`config.mk`:
```
export PLATFORM = sky130hd
export DESIGN_NAME = serial_deserializer
export DESIGN_NICKNAME = d
export VERILOG_FILES = /design/src/rtl/serial_deserializer.sv
export SDC_FILE = /design/constraint.sdc
export NUM_CORES = 1
export LEC_CHECK = 0
export CORE_MARGIN = 1
export CORE_UTILIZATION = 31
export CTS_CLUSTER_SIZE = 24
export DETAILED_ROUTE_END_ITERATION = 10
export RECOVER_POWER = 50
export SLEW_MARGIN = 0
export SYNTH_ARGS = -nofsm -noshare
export SYNTH_HDL_FRONTEND = slang
export SYNTH_SLANG_ARGS = --single-unit
```
`constraint.sdc`:
```
create_clock -name clk -period 2.28 [get_ports clk]
set_clock_uncertainty 0.2 [all_clocks]
set_input_delay 0.342 -clock clk [delete_from_list [all_inputs] [get_ports clk]]
set_output_delay 0.342 -clock clk [all_outputs]
set_load 0.02 [all_outputs]
```
`src/rtl/serial_deserializer.sv`:
```
// Serial-to-parallel deserializer: collects WIDTH bits (MSB- or LSB-first)
// into a registered word, with a valid/ready handshake on the output and an
// overrun pulse when a completed word has to be dropped.
module serial_deserializer #(
    parameter int WIDTH = 4
) (
    input  logic             clk,
    input  logic             rst,
    input  logic             start,
    input  logic             msb_first,
    input  logic             s_din,
    input  logic             s_valid,
    input  logic             clr,
    input  logic             p_ready,
    output logic [WIDTH-1:0] p_dout,
    output logic             p_valid,
    output logic             busy,
    output logic             overrun
);

    localparam int CW = $clog2(WIDTH + 1);

    typedef enum logic {
        IDLE,
        SHIFT
    } state_t;

    state_t           state;
    state_t           next_state;
    logic [WIDTH-1:0] sreg;
    logic [CW-1:0]    cnt;
    logic             dir;
    logic [WIDTH-1:0] shifted;
    logic             done;

    // Word as it would look with the current serial bit applied
    always_comb begin
        shifted = sreg;
        if (dir) begin
            shifted = {sreg[WIDTH-2:0], s_din};
        end else begin
            shifted = {s_din, sreg[WIDTH-1:1]};
        end
    end

    assign done = (state == SHIFT) && !clr && s_valid && (cnt == CW'(WIDTH - 1));
    assign busy = (state == SHIFT);

    // State register
    always_ff @(posedge clk or negedge rst) begin
        if (!rst) begin
            state <= IDLE;
        end else begin
            state <= next_state;
        end
    end

    // Next-state logic; clr wins over start and s_valid
    always_comb begin
        next_state = state;
        case (state)
            IDLE: begin
                if (!clr && start) begin
                    next_state = SHIFT;
                end
            end
            SHIFT: begin
                if (clr || done) begin
                    next_state = IDLE;
                end
            end
            default: next_state = IDLE;
        endcase
    end

    // Shift register, bit counter and latched bit order
    always_ff @(posedge clk or negedge rst) begin
        if (!rst) begin
            sreg <= '0;
            cnt  <= '0;
            dir  <= 1'b0;
        end else if (clr) begin
            sreg <= '0;
            cnt  <= '0;
        end else if (state == IDLE && start) begin
            dir  <= msb_first;
            sreg <= '0;
            cnt  <= '0;
        end else if (state == SHIFT && s_valid) begin
            if (done) begin
                sreg <= '0;
                cnt  <= '0;
            end else begin
                sreg <= shifted;
                cnt  <= cnt + CW'(1);
            end
        end
    end

    // Output word, handshake and overrun pulse
    always_ff @(posedge clk or negedge rst) begin
        if (!rst) begin
            p_dout  <= '0;
            p_valid <= 1'b0;
            overrun <= 1'b0;
        end else begin
            overrun <= 1'b0;
            if (done) begin
                if (p_valid && !p_ready) begin
                    overrun <= 1'b1;
                end else begin
                    p_dout  <= shifted;
                    p_valid <= 1'b1;
                end
            end else if (p_valid && p_ready) begin
                p_valid <= 1'b0;
            end
        end
    end

endmodule

```
==> results of run 1 <==
-- kinds of logic after synthesis --
logic type / synth area share (%)
AO/OA/AOI/OAI: 7.38
adder cells (fa/ha/maj): 1.84
buffers and inverters: 0.553
flip-flops: 55.4
multiplexers: 16.2
AND/OR/NAND/NOR: 18.6
-- where the power goes --
part | switching (mW) | total (mW) | internal [mW]
clock network | 0.0807 | 0.148 | 0.0676
registers | 0.00916 | 0.282 | 0.273
logic | 0.0229 | 0.0542 | 0.0313
total | 0.113 | 0.485 | 0.372
-- flip-flops by register name (all words and copies together), names as in the netlist --
| name | flops |
|---|---|
| p_dout | 4 |
| sreg | 4 |
| cnt | 3 |
| busy | 1 |
| dir | 1 |
| overrun | 1 |
| p_valid | 1 |
-- per-layer routing --
| metal | part of all wire [%] | vias to the layer above | GRT usage [%] |
|---|---|---|---|
| met5 | 0 | - | 0 |
| met4 | 0 | 0 | 4.41 |
| met3 | 4.5 | 0 | 3.43 |
| met2 | 44 | 8 | 15.5 |
| met1 | 51 | 215 | 14.6 |
| li1 | - | 221 | - |
-- path summary, 6_finish.rpt --
kind,endpoint,slack [ps],cells past startpoint
max,busy,410,1
max in group asynchronous,cnt[2],1130,1
max reg2reg,p_dout[1],460,4
min in group asynchronous,sreg[3],330,1
min reg2reg,cnt[1],310,1
min,cnt[1],310,1
-- cell type report --
| type | instances | area (sq um) | area share (%) |
|---|---|---|---|
| well taps | 27 | 33.8 | 3.81 |
| inverters | 1 | 3.75 | 0.424 |
| flip-flops and latches | 15 | 375 | 42.4 |
| clock buffers | 4 | 26.3 | 2.97 |
| repair buffers | 16 | 155 | 17.5 |
| multi-input cells | 32 | 292 | 32.9 |
-- cell usage after synthesis, drive strengths merged --
| cell type | count |
|---|---|
| nor4bb | 1 |
| mux2 | 8 |
| and2b | 1 |
| nor2 | 2 |
| mux2i | 2 |
| nor2b | 1 |
| or3 | 1 |
| a22o | 4 |
| o22ai | 1 |
| nor4b | 1 |
| or3b | 1 |
| o2bb2ai | 1 |
| nand2b | 2 |
| nand3 | 1 |
| nand2 | 2 |
| nor3b | 2 |
| inv | 1 |
| dfrtp | 15 |
| ha | 1 |
-- layout by cell type (no fill, tap or decap) --
cell / instances
a22o_1: 4
and2b_1: 1
buf_4: 2
clkbuf_1: 1
clkbuf_4: 3
clkdlybuf4s50_1: 13
dfrtp_1: 15
dlygate4sd3_1: 1
ha_1: 1
inv_1: 1
mux2_1: 2
mux2_2: 6
mux2i_1: 2
nand2_1: 1
nand2_2: 1
nand2b_1: 2
nand3_1: 1
nor2_1: 2
nor2b_1: 1
nor3b_1: 1
nor3b_2: 1
nor4b_4: 1
nor4bb_1: 1
o22ai_1: 1
o2bb2ai_1: 1
or3_2: 1
or3b_2: 1
==> results.md, run 1 <==
- Status: complete, no violations
- First-pass GRT wire length: 1950 um
- Cell Count, Final, Fillers Out: 95
- Post-CTS Setup Repair Bufs: 0
- Ports: 15
- CTS sink count: 15
- Initial Util: 33.9%
- NumNets Final: 78
- CP Data Required Time: 1740 ps
- Leading post-synthesis cells by cell area: dfrtp_1 (55%), mux2_2 (10%), a22o_1 (5.2%), nor4b_4 (3.5%), mux2_1 (3.3%)
- Worst-margin pin slew: 652 ps
- HP Start: cnt[1]
- Post-synthesis instance area: 678 sq um
- Area growth from synthesis to layout: 30.6%
- # Max-Cap Violations: 0
- Post-Syn Instances: 48
- Initial antenna violation count: 0
- Peak supply drop: 0.000275 V
- WP data arrival: 1320 ps
- Slew Limit Headroom: 56.4%
- Critical Path Start Type: flop
- CP cell instances: clkdlybuf4s50_1
- Via count: 444
- Max Buffers Root-to-Sink: 2
- Endpoint class of the critical path: output port
- Yosys cell types: 23
- WL/cell: 11.7 um
- Finish-stage setup viols: 0
- Overall die height: 48.8 um
- Final Max Tran Viols: 0
- Cell accounting for the most synthesized area: dfrtp_1
- Die Area: 2380 sq um
- Unrepaired setup endpoints after global routing: false
- Max Fclk: 536 MHz
- Final Cycle Share: 81.9%
- Average cell area after synthesis: 14.1 sq um
- CTS Buf Count: 3
- Final Power: 0.485 mW
- H-Tree Depth: 1
- Hold-fix buffers, CTS: 0
- Synth top area share: 55.4%
- Detail Route Antenna Nets: 0
- Power Density: 547 nW/um^2
- CP peak stage delay: 630 ps
- Routed WL: 1110 um
- Layout cell share with drive strength beyond 1: 23.5%
- Vias in the first global route: 431
- CTS tree: built
- Critical path's slowest cell: clkdlybuf4s50_1
- Die width: 48.8 um
- Largest net degree at the start of global routing: 16
- Dpl cell area: 867 sq um
- Critical path class: reg2out
- WP buf/inv: 1
- Leakage power total: 0.403 nW
- Drt initial violations: 3
- Syn Nets: 57
- Antenna fix cells: 0
- Post-CTS Resized: 0
- GP Congestion: 0.684
- Fill count: 195
- DR DRC count: 0
- Setup WS pre-CTS: 247 ps
- Worst Hold Class: reg2reg
- IO Port Bufs: 14
- DR pass1 iterations: 2
- Worst-path clk slew: 90 ps
- Reg2reg start: cnt[0]
- CP delay by family, top: buffers and inverters
- Core Rows: 16
- CP startpoint: busy
- Clock Latency Late Sink: 270 ps
- Crit-path max FO: 5
- Placed cell count: 91
- Core area: 2000 sq um
- Routed vias/inst: 4.67
- Design area: 886 sq um
- Yosys warns: 0
- GRT Total Usage: 10.7%
- Period minus WS final: 1870 ps
- Min Hold Slack: 312 ps
- Sequential element share of the synthesized area: 55.4%
- GRT Residual Overflow: 0
- Fin util: 44.3%
- Setup TNS: 0 ps
- Fin worst setup slack: 413 ps
- Flops & latches, synth: 15
- Hold Violations, Final: 0
- Post-detail-place hpwl: 819 um
- Clock root cell: clkbuf_4
No activity file was read; power rests on OpenSTA's default activity.
==> run 2, diff against run 1 <==
clock period = 1.95 ns   (was 2.28 ns; I/O delays follow)
==> results.md, run 2 (synthesis gave the netlist of run 1 again) <==
- Status: complete, no violations (unchanged)
- Commonest non-fill, non-tap cell in the layout: dfrtp_1 (unchanged)
- Most frequent cells in the layout: dfrtp_1 (15), clkdlybuf4s50_1 (13), mux2_2 (6) (unchanged)
- IO Port Bufs: 14 (unchanged)
- Max Fclk: 550 MHz
- Combinational power share: 11.5% (was 11.2%)
- Core Rows: 16 (unchanged)
- HP Start: sreg[3] (was cnt[1])
- Clock Power Share: 30.9% (was 30.6%)
- Clock Latency Late Sink: 280 ps (was 270 ps)
- Power Density: 627 nW/um^2 (was 547 nW/um^2)
- P_sw: 0.140 mW (was 0.113 mW)
- Hold-fix buffers, CTS: 0 (unchanged)
- CP peak stage delay: 630 ps (about the same)
- Placed cell count: 94 (was 91)
- Die width: 48.8 um (unchanged)
- Antenna fix cells: 0 (unchanged)
- Cell Count, Final, Fillers Out: 98 (was 95)
- Worst Hold Depth: 1 (unchanged)
- Reg2reg start: cnt[1] (was cnt[0])
- Endpoint class of the critical path: output port (unchanged)
- DR DRC count: 0 (unchanged)
- Clock root cell: clkbuf_4 (unchanged)
- CP delay by family, top: buffers and inverters (unchanged)
- Finish-stage setup viols: 0 (unchanged)
- GRT Total Usage: 11.6% (was 10.7%)
- Post-CTS Resized: 0 (unchanged)
- CTS Buf Count: 3 (unchanged)
- GRT Residual Overflow: 0 (unchanged)
- Critical Path Start Type: flop (unchanged)
- H-Tree Depth: 1 (unchanged)
- Routed vias/inst: 4.61 (was 4.67)
- Crit path depth: 1 (unchanged)
- Die Area: 2380 sq um (unchanged)
- Internal: 0.433 mW (was 0.372 mW)
- Vias in the first global route: 467 (was 431)
- WP buf/inv: 1 (unchanged)
- Min Hold Slack: 308 ps (was 312 ps)
- Core area: 2000 sq um (unchanged)
- Worst-margin pin slew: 814 ps (was 652 ps)
- Sequential Power Share: 57.6% (was 58.2%)
- Initial Util: 33.9% (unchanged)
- Hold Path End: sreg[3] (was cnt[1])
- Sw Ratio: 24.4% (was 23.3%)
- Detail Route Antenna Nets: 0 (unchanged)
- # Max-Cap Violations: 0 (unchanged)
- Crit-path max FO: 5 (unchanged)
- CTS tree: built (unchanged)
- Drt initial violations: 6 (was 3)
- Final Cycle Share: 93.2%
- Largest regs: p_dout (4), sreg (4), cnt (3) (unchanged)
- CP Data Required Time: 1460 ps (was 1740 ps)
- Post-CTS Setup Repair Bufs: 0 (unchanged)
- Overall die height: 48.8 um (unchanged)
- Unrepaired setup endpoints after global routing: false (unchanged)
- Leakage power total: 0.417 nW (was 0.403 nW)
- Area growth from synthesis to layout: 34.7% (was 30.6%)
- GP Congestion: 0.755 (was 0.684)
- Routed WL: 1200 um (was 1110 um)
- Worst Hold Class: reg2reg (unchanged)
- Via count: 452 (was 444)
- Reg2Reg Setup Slack: 180 ps (was 460 ps)
- Critical path's slowest cell: clkdlybuf4s50_1 (unchanged)
- Peak supply drop: 0.000447 V (was 0.000275 V)
- Hold Violations, Final: 0 (unchanged)
- NumNets Final: 81 (was 78)
- WL/cell: 12.2 um (was 11.7 um)
- Slew Limit Headroom: 45.7% (was 56.4%)
- Largest net degree at the start of global routing: 16 (unchanged)
- Initial antenna violation count: 0 (unchanged)
- Post-detail-place hpwl: 912 um (was 819 um)
- Period minus WS final: 1820 ps
- Final Max Tran Viols: 0 (unchanged)
- FF-to-FF path depth: 4 (unchanged)
- Fin util: 45.6% (was 44.3%)
- CTS sink count: 15 (unchanged)
- Critical path class: reg2out (unchanged)
- DR pass1 iterations: 2 (unchanged)
- CP cell instances: clkdlybuf4s50_1 (unchanged)
- WP data arrival: 1330 ps (was 1320 ps)
- Max Buffers Root-to-Sink: 2 (unchanged)
- Worst-path clk slew: 90 ps (about the same)
- Worst r2r dst: p_dout[3] (was p_dout[1])
- First-pass GRT wire length: 2060 um (was 1950 um)
- Layout cell share with drive strength beyond 1: 28.2% (was 23.5%)
- Ports: 15 (unchanged)
run 2: worst max-delay path by stage:
stage / from / endpoint / slack, ps
after global placement: s_valid / p_dout[3] / -20
after global routing: busy / busy / 80
after detailed placement: s_valid / p_dout[3] / -10
after floorplan: cnt[0] / p_dout[0] / 300
final: busy / busy / 130
after CTS: busy / busy / 120
run 2: area by class of cell:
cell class | count | area, sq um
timing repair buffer | 19 | 174
sequential | 15 | 375
multi-input combinational | 32 | 299
inverter | 1 | 3.75
clock buffer | 3 | 22.5
tap | 27 | 33.8
fill | 193 | 1090
clock inverter | 1 | 5.00
run 2: stage by stage:
stage	setup slack [ps]	total power [mW]	setup TNS, ps	instance area, sq um
detailed placement	-13.4	0.404	-16.5	890
finish	132	0.573	0	913
CTS	119	0.584	0	917
global route	83.9	0.603	0	913
global placement	-16.7	0.403	-48.2	890
floorplan	301	0.365	0	678
run 2: metal layers:
layer / GRT usage, % / share of wire, % / vias up / wire length, um
li1: - / - / 223 / -
met1: 14.7 / 49 / 217 / 592
met2: 17.4 / 45 / 10 / 537
met3: 3.12 / 4.4 / 2 / 53
met4: 7.35 / 1.2 / 0 / 14
met5: 0 / 0 / - / 0
run 2: power groups by stage:
stage | Sequential [mW] | Clock, mW | Combinational [mW]
global placement | 0.336 | 0 | 0.0674
global route | 0.331 | 0.200 | 0.0720
CTS | 0.330 | 0.186 | 0.0683
finish | 0.330 | 0.177 | 0.0659
detailed placement | 0.336 | 0 | 0.0677
floorplan | 0.336 | 0 | 0.0291
